[config.mk]
export PLATFORM = sky130hd
export DESIGN_NAME = fcsr_ctrl
export DESIGN_NICKNAME = d
export VERILOG_FILES = /design/src/rtl/fcsr_ctrl.sv
export SDC_FILE = /design/constraint.sdc
export NUM_CORES = 1
export LEC_CHECK = 0
export CAP_MARGIN = 10
export CORE_MARGIN = 2
export CORE_UTILIZATION = 44
export CTS_CLUSTER_SIZE = 30
export DETAILED_ROUTE_END_ITERATION = 6
export PLACE_DENSITY_LB_ADDON = 0.05
export SYNTH_ARGS = -nofsm -noshare
export SYNTH_HDL_FRONTEND = slang
export SYNTH_SLANG_ARGS = --single-unit
[constraint.sdc]
create_clock -name clk -period 3.7 [get_ports clk]
set_input_delay 0.74 -clock clk [delete_from_list [all_inputs] [get_ports clk]]
set_output_delay 0.74 -clock clk [all_outputs]
set_load 0.01 [all_outputs]
[src/rtl/fcsr_ctrl.sv]
// FP CSR control: serialises fflags/frm/fcsr accesses behind in-flight FPU ops,
// accumulates sticky flags and resolves the dynamic rounding mode.
module fcsr_ctrl #(
    parameter int MAX_INFLIGHT = 7,
    parameter int CNT_W        = 3
) (
    input  logic        clk,
    input  logic        clrn,
    input  logic        csr_req,
    input  logic [11:0] csr_addr,
    input  logic [1:0]  csr_op,
    input  logic [31:0] csr_wdata,
    output logic        csr_ack,
    output logic [31:0] csr_rdata,
    output logic        csr_illegal,
    output logic        csr_busy,
    input  logic        fpu_issue,
    input  logic        fpu_retire,
    input  logic [4:0]  fpu_flags,
    output logic        fpu_full,
    output logic [4:0]  fflags,
    input  logic [2:0]  frm_q,
    output logic [2:0]  frm_d,
    output logic        frm_e,
    input  logic [2:0]  rm_in,
    output logic [2:0]  rm_eff,
    output logic        rm_illegal
);

    typedef enum logic [1:0] {IDLE, DRAIN, EXEC} state_t;

    localparam logic [11:0] A_FFLAGS = 12'h001;
    localparam logic [11:0] A_FRM    = 12'h002;
    localparam logic [11:0] A_FCSR   = 12'h003;

    state_t           state_q, state_d;
    logic [CNT_W-1:0] inflight_q, inflight_d;
    logic [4:0]       fflags_q, fflags_d;
    logic [11:0]      addr_q, addr_d;
    logic [1:0]       op_q, op_d;
    logic [7:0]       wdata_q, wdata_d;
    logic             ack_q, ack_d;
    logic [31:0]      rdata_q, rdata_d;
    logic             illegal_q, illegal_d;
    logic             frm_e_q, frm_e_d;
    logic [2:0]       frm_d_q, frm_d_d;

    logic [4:0] ret_flags, w_ff, new_ff;
    logic [2:0] w_rm, new_rm;
    logic       full, legal, hit_ff, hit_rm, is_wr;
    logic       unused_wdata;

    // Only the low byte ever reaches a field.
    assign unused_wdata = ^csr_wdata[31:8];

    assign full      = (inflight_q == CNT_W'(MAX_INFLIGHT));
    assign ret_flags = fpu_retire ? fpu_flags : 5'd0;

    assign hit_ff = (addr_q == A_FFLAGS) || (addr_q == A_FCSR);
    assign hit_rm = (addr_q == A_FRM)    || (addr_q == A_FCSR);
    assign legal  = hit_ff || hit_rm;
    assign is_wr  = (op_q != 2'b00);
    assign w_ff   = wdata_q[4:0];
    assign w_rm   = (addr_q == A_FCSR) ? wdata_q[7:5] : wdata_q[2:0];

    always_comb begin
        new_ff = fflags_q;
        new_rm = frm_q;
        case (op_q)
            2'b01: begin new_ff = w_ff;             new_rm = w_rm;            end
            2'b10: begin new_ff = fflags_q | w_ff;  new_rm = frm_q | w_rm;    end
            2'b11: begin new_ff = fflags_q & ~w_ff; new_rm = frm_q & ~w_rm;   end
            default: ;
        endcase
    end

    always_comb begin
        state_d    = state_q;
        inflight_d = inflight_q;
        fflags_d   = fflags_q | ret_flags;
        addr_d     = addr_q;
        op_d       = op_q;
        wdata_d    = wdata_q;
        ack_d      = 1'b0;
        rdata_d    = 32'd0;
        illegal_d  = 1'b0;
        frm_e_d    = 1'b0;
        frm_d_d    = 3'd0;

        // Out-of-protocol issue when full or retire when empty leaves the count alone.
        if (fpu_issue && !fpu_retire && !full)
            inflight_d = inflight_q + 1'b1;
        else if (fpu_retire && !fpu_issue && (inflight_q != '0))
            inflight_d = inflight_q - 1'b1;

        case (state_q)
            IDLE: begin
                // The ack cycle itself is not a sampling cycle for a new request.
                if (csr_req && !ack_q) begin
                    addr_d  = csr_addr;
                    op_d    = csr_op;
                    wdata_d = csr_wdata[7:0];
                    state_d = DRAIN;
                end
            end
            DRAIN: begin
                if (inflight_q == '0)
                    state_d = EXEC;
            end
            EXEC: begin
                ack_d   = 1'b1;
                state_d = IDLE;
                if (legal) begin
                    case (addr_q)
                        A_FFLAGS: rdata_d = {27'd0, fflags_q};
                        A_FRM:    rdata_d = {29'd0, frm_q};
                        default:  rdata_d = {24'd0, frm_q, fflags_q};
                    endcase
                    if (is_wr && hit_rm) begin
                        frm_e_d = 1'b1;
                        frm_d_d = new_rm;
                    end
                    if (is_wr && hit_ff)
                        fflags_d = new_ff | ret_flags;
                end else begin
                    illegal_d = 1'b1;
                end
            end
            default: state_d = IDLE;
        endcase
    end

    always_ff @(posedge clk or negedge clrn) begin
        if (!clrn) begin
            state_q    <= IDLE;
            inflight_q <= '0;
            fflags_q   <= 5'd0;
            addr_q     <= 12'd0;
            op_q       <= 2'd0;
            wdata_q    <= 8'd0;
            ack_q      <= 1'b0;
            rdata_q    <= 32'd0;
            illegal_q  <= 1'b0;
            frm_e_q    <= 1'b0;
            frm_d_q    <= 3'd0;
        end else begin
            state_q    <= state_d;
            inflight_q <= inflight_d;
            fflags_q   <= fflags_d;
            addr_q     <= addr_d;
            op_q       <= op_d;
            wdata_q    <= wdata_d;
            ack_q      <= ack_d;
            rdata_q    <= rdata_d;
            illegal_q  <= illegal_d;
            frm_e_q    <= frm_e_d;
            frm_d_q    <= frm_d_d;
        end
    end

    assign csr_ack     = ack_q;
    assign csr_rdata   = rdata_q;
    assign csr_illegal = illegal_q;
    assign csr_busy    = (state_q != IDLE);
    assign fpu_full    = full;
    assign fflags      = fflags_q;
    assign frm_d       = frm_d_q;
    assign frm_e       = frm_e_q;

    assign rm_eff     = (rm_in == 3'd7) ? frm_q : rm_in;
    assign rm_illegal = (rm_in == 3'd5) || (rm_in == 3'd6) ||
                        ((rm_in == 3'd7) && (frm_q >= 3'd5));

endmodule

==> results_dict.tcl, run 1 <==
set metrics [dict create \
    start_util 0.461 \
    die_area_mm2 0.00599 \
    comb_power_share 0.328 \
    vias_per_cell 4.97 \
    syn_area_mm2 0.00237 \
    rows 26 \
    grt_pass1_vias 1630 \
    clockPowerShare 0.199 \
    die_h_um 77.4 \
    first_pass_iters 6 \
    switching_share 0.345 \
    place_congestion 0.770 \
    clockBufferDepth 2 \
    antenna_found_initial 0 \
    outcome "finished clean" \
    timing.final.crit_share 0.792 \
    powerDensity_mw_per_mm2 598 \
    hold_path_class "reg -> reg" \
    overflow 0 \
    drc 0 \
    post-cts-setup-buffers 0 \
    max_freq_mhz 341 \
    worst_pin_slew_ns 1.01 \
    rsz0062_at_grt "no" \
    drive_gt1_frac 0.0750 \
    end_kind "output port" \
    syn_to_final_growth_pct 29.9 \
    setup_viol_count_final 0 \
    period_needed_ns 2.93 \
    finalHoldViolCount 0 \
    setup_slack_ns 0.771 \
    cp.arrival_ns 2.19 \
    yosys-top-cells-count "46 x dfrtp_1, 25 x buf_4, 21 x mux2_1" \
    critPathKind "in -> out" \
    clock_latency_ns 0.29 \
    ys_seq_elements 46 \
    vdd_drop_max_uv 257 \
    whs_path_depth 1 \
    nets 342 \
    p_sw_mw 0.635 \
    syn_area_per_cell_um2 11.0 \
    yosysWarnings 0 \
    clk_pin_slew_ns 0.08 \
    antenna_left 0 \
    p_int_mw 1.21 \
    cts_sinks 46 \
    cts-root-buf "clkbuf_8" \
    required_ns 2.96 \
    synth-edff-count 0 \
    synth_cells 216 \
    core_area_mm2 0.00514 \
    maxCapViolations 0 \
    vias 1739 \
    ys.flop_type "dfrtp_1" \
    drtIter0Drc 51 \
    yosysMostFrequentCell "dfrtp_1" \
    synth_area_leader_cell "dfrtp_1" \
    slew_violations 0 \
    synth.area.top_cells "dfrtp_1 49%, mux2_1 10%, buf_4 7.9%" \
    hold_buffers 0 \
    ios 111 \
    cts_htree_levels 2 \
    grt_pass1_wl_um 7920 \
    tritoncts "done" \
    grt_usage 0.168 \
    grt_max_degree 47 \
    reg2reg_depth 6 \
    synth_top_area_share 0.485 \
    crit_path_start_kind "primary input" \
    wl_per_cell_um 13.4 \
    p_leak_nw 1.35 \
    skew_ns 0.00382 \
    post_synth_num_cell_types 42 \
    portBuffers 62 \
    ys_seq_area_frac 0.485 \
    crit_fanout 5 \
    async_flop_share 1.00 \
    hpwl_um 3480 \
    die-width_um 77.4 \
    ctsResizeCount 0 \
    slew_headroom 0.324 \
    setup_tns_ns 0 \
    cts_buffers 5 \
    diodes 0 \
    p_seq_frac 0.473 \
    wl_um 4680 \
    pre_cts_ws_ns 0.750 \
]
## path summary, 6_finish.rpt
kind                            endpoint  slack [ns]     startpoint
min in group asynchronous      addr_q[7]        0.62           clrn
max in group asynchronous   csr_rdata[3]        2.45           clrn
setup reg to reg           inflight_q[1]        1.77  inflight_q[2]
hold reg to reg               wdata_q[6]        0.49     wdata_q[6]
setup / recovery              rm_illegal        0.77       frm_q[0]
hold / removal                wdata_q[6]        0.49     wdata_q[6]
## cell type report
cell class	instances	area, µm²
multi-input cells	157	1080
inverters	5	18.8
clock buffers	6	72.6
fillers	475	2060
flip-flops and latches	46	1150
repair buffers	64	631
well taps	70	87.6
clock inverters	2	37.5
## critical path, stage by stage
cell and delay [ns]:
clkdlybuf4s50_1 0.57, o21ai_0 0.11, a31oi_1 0.20, clkdlybuf4s50_1 0.57
## cells in the final DEF, fill, tap and decap left out, drive strengths merged, types with 7 or more instances in the layout
master | netlist | final
dfrtp | 46 | 46
and3 | 7 | 7
nand2 | 12 | 12
mux2 | 24 | 24
clkdlybuf4s50 | 0 | 61
conb | 1 | 24
nor2 | 15 | 15
or2 | 7 | 7
a21oi | 8 | 8
## per-stage QoR
step	cells	hold WS [ns]	area [µm²]	util	total power, mW
4_1_cts	350	0.492	3080	0.599	1.86
6_report	350	0.486	3080	0.599	1.84
2_1_floorplan	239	0.444	2460	-	1.31
3_3_place_gp	342	0.465	2970	0.578	1.48
5_1_grt	350	0.520	3080	0.599	1.99
3_5_place_dp	342	0.473	2970	0.578	1.50
## routing by layer
layer  vias to the layer above  track usage  wire [µm]
met5                         -            0          0
li1                        842            -          -
met1                       825        0.224       2160
met4                         0       0.0607         63
met2                        68        0.262       2140
met3                         4       0.0500        322
## registers in the layout, summed over array words and instances, names as in the netlist
register	flops
fflags	5
wdata_q	8
frm_e	1
inflight_q	3
state_q	2
op_q	2
csr_illegal	1
addr_q	12
frm_d	3
csr_rdata	8
csr_ack	1
## power groups by stage
stage	sequential (mW)	combinational (mW)	clock (mW)
global route	0.909	0.676	0.402
detailed placement	0.883	0.612	0
finish	0.871	0.604	0.367
global placement	0.879	0.602	0
floorplan	0.798	0.508	0
CTS	0.873	0.613	0.375
## cells by family after synthesis
kind of cell	share of synthesized area
flops	0.485
other cells	0.00158
mux	0.122
simple gates	0.168
buf+inv	0.0971
fa+ha+maj	0.00844
xor+xnor	0.00369
compound gates	0.113
(Power assumes the default switching activity.)
==> inputs of run 2 (changes only) <==
--- a/config.mk
+++ b/config.mk
@@ -7,7 +7,7 @@
 export LEC_CHECK = 0
 export CAP_MARGIN = 10
 export CORE_MARGIN = 2
-export CORE_UTILIZATION = 44
+export CORE_UTILIZATION = 41
 export CTS_CLUSTER_SIZE = 30
 export DETAILED_ROUTE_END_ITERATION = 6
 export PLACE_DENSITY_LB_ADDON = 0.05
==> constraint.sdc (replaced) <==
create_clock -name clk -period 3 [get_ports clk]
set_input_delay 0.6 -clock clk [delete_from_list [all_inputs] [get_ports clk]]
set_output_delay 0.6 -clock clk [all_outputs]
set_load 0.01 [all_outputs]
==> run 2 against run 1 <==
  * Combinational power increased by 25%
  * Largest cell class unchanged
  * Global-route usage decreased by 1.1 points
  * Via count decreased by 0.40%
  * Total power increased by 21%
  * Sequential cell count unchanged
  * Critical endpoint unchanged
==> results_dict.tcl, run 2 (synthesis gave the netlist of run 1 again) <==
set metrics [dict create \
    outcome "finished clean" \
    cts_htree_levels 2 \
    post-cts-setup-buffers 0 \
    rrSetupSlack_ns 1.06 \
    die-width_um 80.0 \
    hold_buffers 0 \
    period_needed_ns 2.60 \
    dpl_cell_area_mm2 0.00299 \
    drive_gt1_frac 0.0851 \
    place_congestion 0.739 \
    wl_per_cell_um 13.4 \
    slew_violations 0 \
    setup_slack_ns 0.397 \
    end_kind "output port" \
    layout_common_cells "61 x clkdlybuf4s50_1, 46 x dfrtp_1, 24 x conb_1, 21 x mux2_1, 15 x nor2_1" \
    rsz0062_at_grt "no" \
    vdd_drop_max_uv 283 \
    topRoutingLayerUsed "met4" \
    skew_ns 0.00630 \
    holdWs_ns 0.461 \
    drtIter0Drc 109 \
    wl_met3_um 379 \
    die_area_mm2 0.00641 \
    r2r-end "inflight_q[1]" \
    finalPower_mw 2.22 \
    tritoncts "done" \
    finish.utilization 0.556 \
    portBuffers 62 \
    start_util 0.428 \
    m1WireLength_um 2210 \
    rows 27 \
    vias 1732 \
    cts-root-buf "clkbuf_8" \
    vias_per_cell 4.89 \
    timing.rr.start "inflight_q[2]" \
    grt_usage 0.157 \
    clockBufferDepth 2 \
    critPathKind "in -> out" \
    antenna_left 0 \
    cts_buffers 5 \
    drc 0 \
    core_area_mm2 0.00554 \
    hold_path_class "in -> async" \
    clk_pin_slew_ns 0.08 \
    cp.arrival_ns 2.00 \
    largest_register_ffs 12 \
    powerDensity_mw_per_mm2 720 \
    overflow 0 \
    fin_cells 354 \
    maxCapViolations 0 \
    grt_pass1_wl_um 7760 \
    p_leak_nw 1.36 \
    syn_to_final_growth_pct 30.0 \
    grt_max_degree 47 \
    max_freq_mhz 384 \
    setup_tns_ns 0 \
    nets 344 \
    largest_register "addr_q" \
    first_pass_iters 4 \
    reg2reg_depth 6 \
    dpl.cell_count 346 \
    timing.final.crit_share 0.868 \
    antenna_found_initial 0 \
    cts_sinks 46 \
    worst_pin_slew_ns 1.01 \
    final_cell_area_mm2 0.00308 \
    die_h_um 80.0 \
    setup_viol_count_final 0 \
    diodes 0 \
    layout_commonest_cell "clkdlybuf4s50_1" \
    hpwl_um 3450 \
    clock_latency_ns 0.30 \
    pre_cts_ws_ns 0.400 \
    finalHoldViolCount 0 \
    grt_pass1_vias 1645 \
    ios 111 \
    wl_um 4760 \
    required_ns 2.40 \
    wl_met2_um 2100 \
    crit_path_start_kind "primary input" \
    crit_fanout 5 \
    ctsResizeCount 0 \
    slew_headroom 0.328 \
]
-- run 2: layer usage --
layer / vias up / global-route usage
li1: 846 / -
met1: 815 / 0.215
met2: 66 / 0.242
met3: 5 / 0.0407
met4: 0 / 0.0559
met5: - / 0
-- run 2: power breakdown --
part / total [mW] / internal, mW / switching, mW / leakage [nW]
logic: 0.757 / 0.424 / 0.333 / 0.749
clock network: 0.389 / 0.185 / 0.204 / 0.0472
registers: 1.07 / 0.818 / 0.256 / 0.562
total: 2.22 / 1.43 / 0.793 / 1.36
-- run 2: area by class of cell --
cell class	instances	area, µm²
clock buffer	6	82.6
clock inverter	2	12.5
fill	512	2460
inverter	5	18.8
multi-input combinational	157	1080
sequential	46	1150
tap	72	90.1
timing repair buffer	66	646
-- run 2: worst max-delay path by stage --
stage | from | to | slack (ns) | cells past startpoint
after global placement | frm_q[2] | rm_illegal | 0.40 | 4
after detailed placement | frm_q[2] | rm_illegal | 0.40 | 4
after CTS | frm_q[2] | rm_illegal | 0.39 | 4
after global routing | frm_q[2] | rm_illegal | 0.30 | 4
final | frm_q[2] | rm_illegal | 0.40 | 4
after floorplan | fpu_issue | inflight_q[1] | 1.0 | 6
-- run 2: worst max-delay path, cell delays in order --
cell and delay, ns:
clkdlybuf4s50_1 0.57, o21ai_0 0.12, a31oi_1 0.17, clkdlybuf4s50_1 0.55
==> inputs of run 3 (changes only) <==
--- a/config.mk
+++ b/config.mk
@@ -11,6 +11,7 @@
 export CTS_CLUSTER_SIZE = 30
 export DETAILED_ROUTE_END_ITERATION = 6
 export PLACE_DENSITY_LB_ADDON = 0.05
+export REMOVE_ABC_BUFFERS = 1
 export SYNTH_ARGS = -nofsm -noshare
 export SYNTH_HDL_FRONTEND = slang
 export SYNTH_SLANG_ARGS = --single-unit
==> run 3 against run 2 <==
  * Sequential cell count unchanged
  * Clock power decreased by 1%
  * Die area unchanged
  * Largest power group unchanged
  * Register-to-register slack about the same
  * Critical path type unchanged
  * Combinational power is 2% lower
  * Non-clock buffer count unchanged
  * Final cell count is the same
  * Utilization down 0.068 points
  * Total power shrank 0.48%
==> results_dict.tcl, run 3 (synthesis gave the netlist of run 1 again) <==
set metrics [dict create \
    finalPower_mw 2.21 \
    overflow 0 \
    grt_usage 0.159 \
    critPathKind "in -> out" \
    cts_htree_levels 2 \
    skew_ns 0.00607 \
    cts_buffers 5 \
    maxCapViolations 0 \
    grt_max_degree 47 \
    ctsResizeCount 0 \
    die_h_um 80.0 \
    grt_pass1_wl_um 7960 \
    syn_to_final_growth_pct 29.9 \
    worst_pin_slew_ns 1.00 \
    outcome "finished clean" \
    wl_per_cell_um 13.3 \
    place_congestion 0.723 \
    clock_latency_ns 0.30 \
    clockBufferDepth 2 \
    ios 111 \
    dpl.cell_count 346 \
    setup_slack_ns 0.406 \
    comb_power_share 0.337 \
    rows 27 \
    powerDensity_mw_per_mm2 718 \
    portBuffers 62 \
    p_sw_mw 0.781 \
    first_pass_iters 4 \
    p_seq_frac 0.490 \
    p_leak_nw 1.36 \
    drive_gt1_frac 0.0816 \
    hold_buffers 0 \
    end_kind "output port" \
    dpl_cell_area_mm2 0.00299 \
    drc 0 \
    p_int_mw 1.43 \
    switching_share 0.354 \
    layout_common_cells "61 x clkdlybuf4s50_1, 46 x dfrtp_1, 24 x conb_1, 21 x mux2_1, 15 x nor2_1" \
    wl_um 4710 \
    required_ns 2.40 \
    timing.final.crit_share 0.865 \
    tritoncts "done" \
    start_util 0.428 \
    vias 1737 \
    max_freq_mhz 386 \
    die-width_um 80.0 \
    core_area_mm2 0.00554 \
    rsz0062_at_grt "no" \
    largest_register_ffs 12 \
    antenna_left 0 \
    die_area_mm2 0.00641 \
    slew_headroom 0.330 \
    diodes 0 \
    vias_per_cell 4.91 \
    vdd_drop_max_uv 306 \
    antenna_found_initial 0 \
    clockPowerShare 0.174 \
    post-cts-setup-buffers 0 \
    final_cell_area_mm2 0.00308 \
    cts_sinks 46 \
    layout_commonest_cell "clkdlybuf4s50_1" \
    largest_register "addr_q" \
    drtIter0Drc 70 \
    clk_pin_slew_ns 0.08 \
    setup_viol_count_final 0 \
    cp.arrival_ns 1.99 \
    fin_cells 354 \
    setup_tns_ns 0 \
    finalHoldViolCount 0 \
    hpwl_um 3480 \
    grt_pass1_vias 1640 \
    crit_fanout 5 \
    slew_violations 0 \
    nFillCells 508 \
    hold_path_class "in -> async" \
    period_needed_ns 2.59 \
    crit_path_start_kind "primary input" \
    cts-root-buf "clkbuf_8" \
    nets 344 \
    pre_cts_ws_ns 0.396 \
]
## run 3: worst paths after layout
| kind | to | start | slack [ns] | cells past startpoint |
|---|---|---|---|---|
| min | addr_q[7] | clrn | 0.47 | 1 |
| max | rm_illegal | frm_q[2] | 0.41 | 4 |
| min reg2reg | wdata_q[6] | wdata_q[6] | 0.50 | 1 |
| max in group asynchronous | csr_rdata[4] | clrn | 1.92 | 1 |
| max reg2reg | inflight_q[1] | inflight_q[2] | 1.06 | 6 |
| min in group clk | wdata_q[6] | wdata_q[6] | 0.50 | 1 |
## run 3: area by class of cell
cell class	instances	area, µm²	share of cell area
tap	72	90.1	0.0293
clock buffer	7	86.3	0.0280
inverter	5	18.8	0.00610
sequential	46	1150	0.374
multi-input combinational	157	1080	0.351
clock inverter	1	5.00	0.00163
timing repair buffer	66	646	0.210
## run 3: per-layer routing
| layer | up-vias | share of wire | GRT usage |
|---|---|---|---|
| met4 | 0 | 0.011 | 0.0458 |
| met2 | 73 | 0.46 | 0.253 |
| met1 | 818 | 0.45 | 0.212 |
| met3 | 6 | 0.083 | 0.0464 |
| met5 | - | 0 | 0 |
| li1 | 840 | - | - |
## run 3: per-stage QoR
stage                     hold slack, ns  utilization
final                              0.470        0.556
after global routing               0.517        0.556
after CTS                          0.502        0.556
after detailed placement           0.480        0.539
after global placement             0.473        0.539
after floorplan                    0.304            -
## run 3: critical path, stage by stage
cell	delay [ns]
clkdlybuf4s50_1	0.56
o21ai_0	0.11
a31oi_1	0.17
clkdlybuf4s50_1	0.55
## run 3: power by group through the flow
stage	Sequential, mW	Combinational (mW)	Clock, mW
finish	1.08	0.744	0.384
global route	1.12	0.843	0.431
floorplan	1.03	0.534	0
global placement	1.09	0.744	0
detailed placement	1.10	0.750	0
CTS	1.08	0.754	0.398
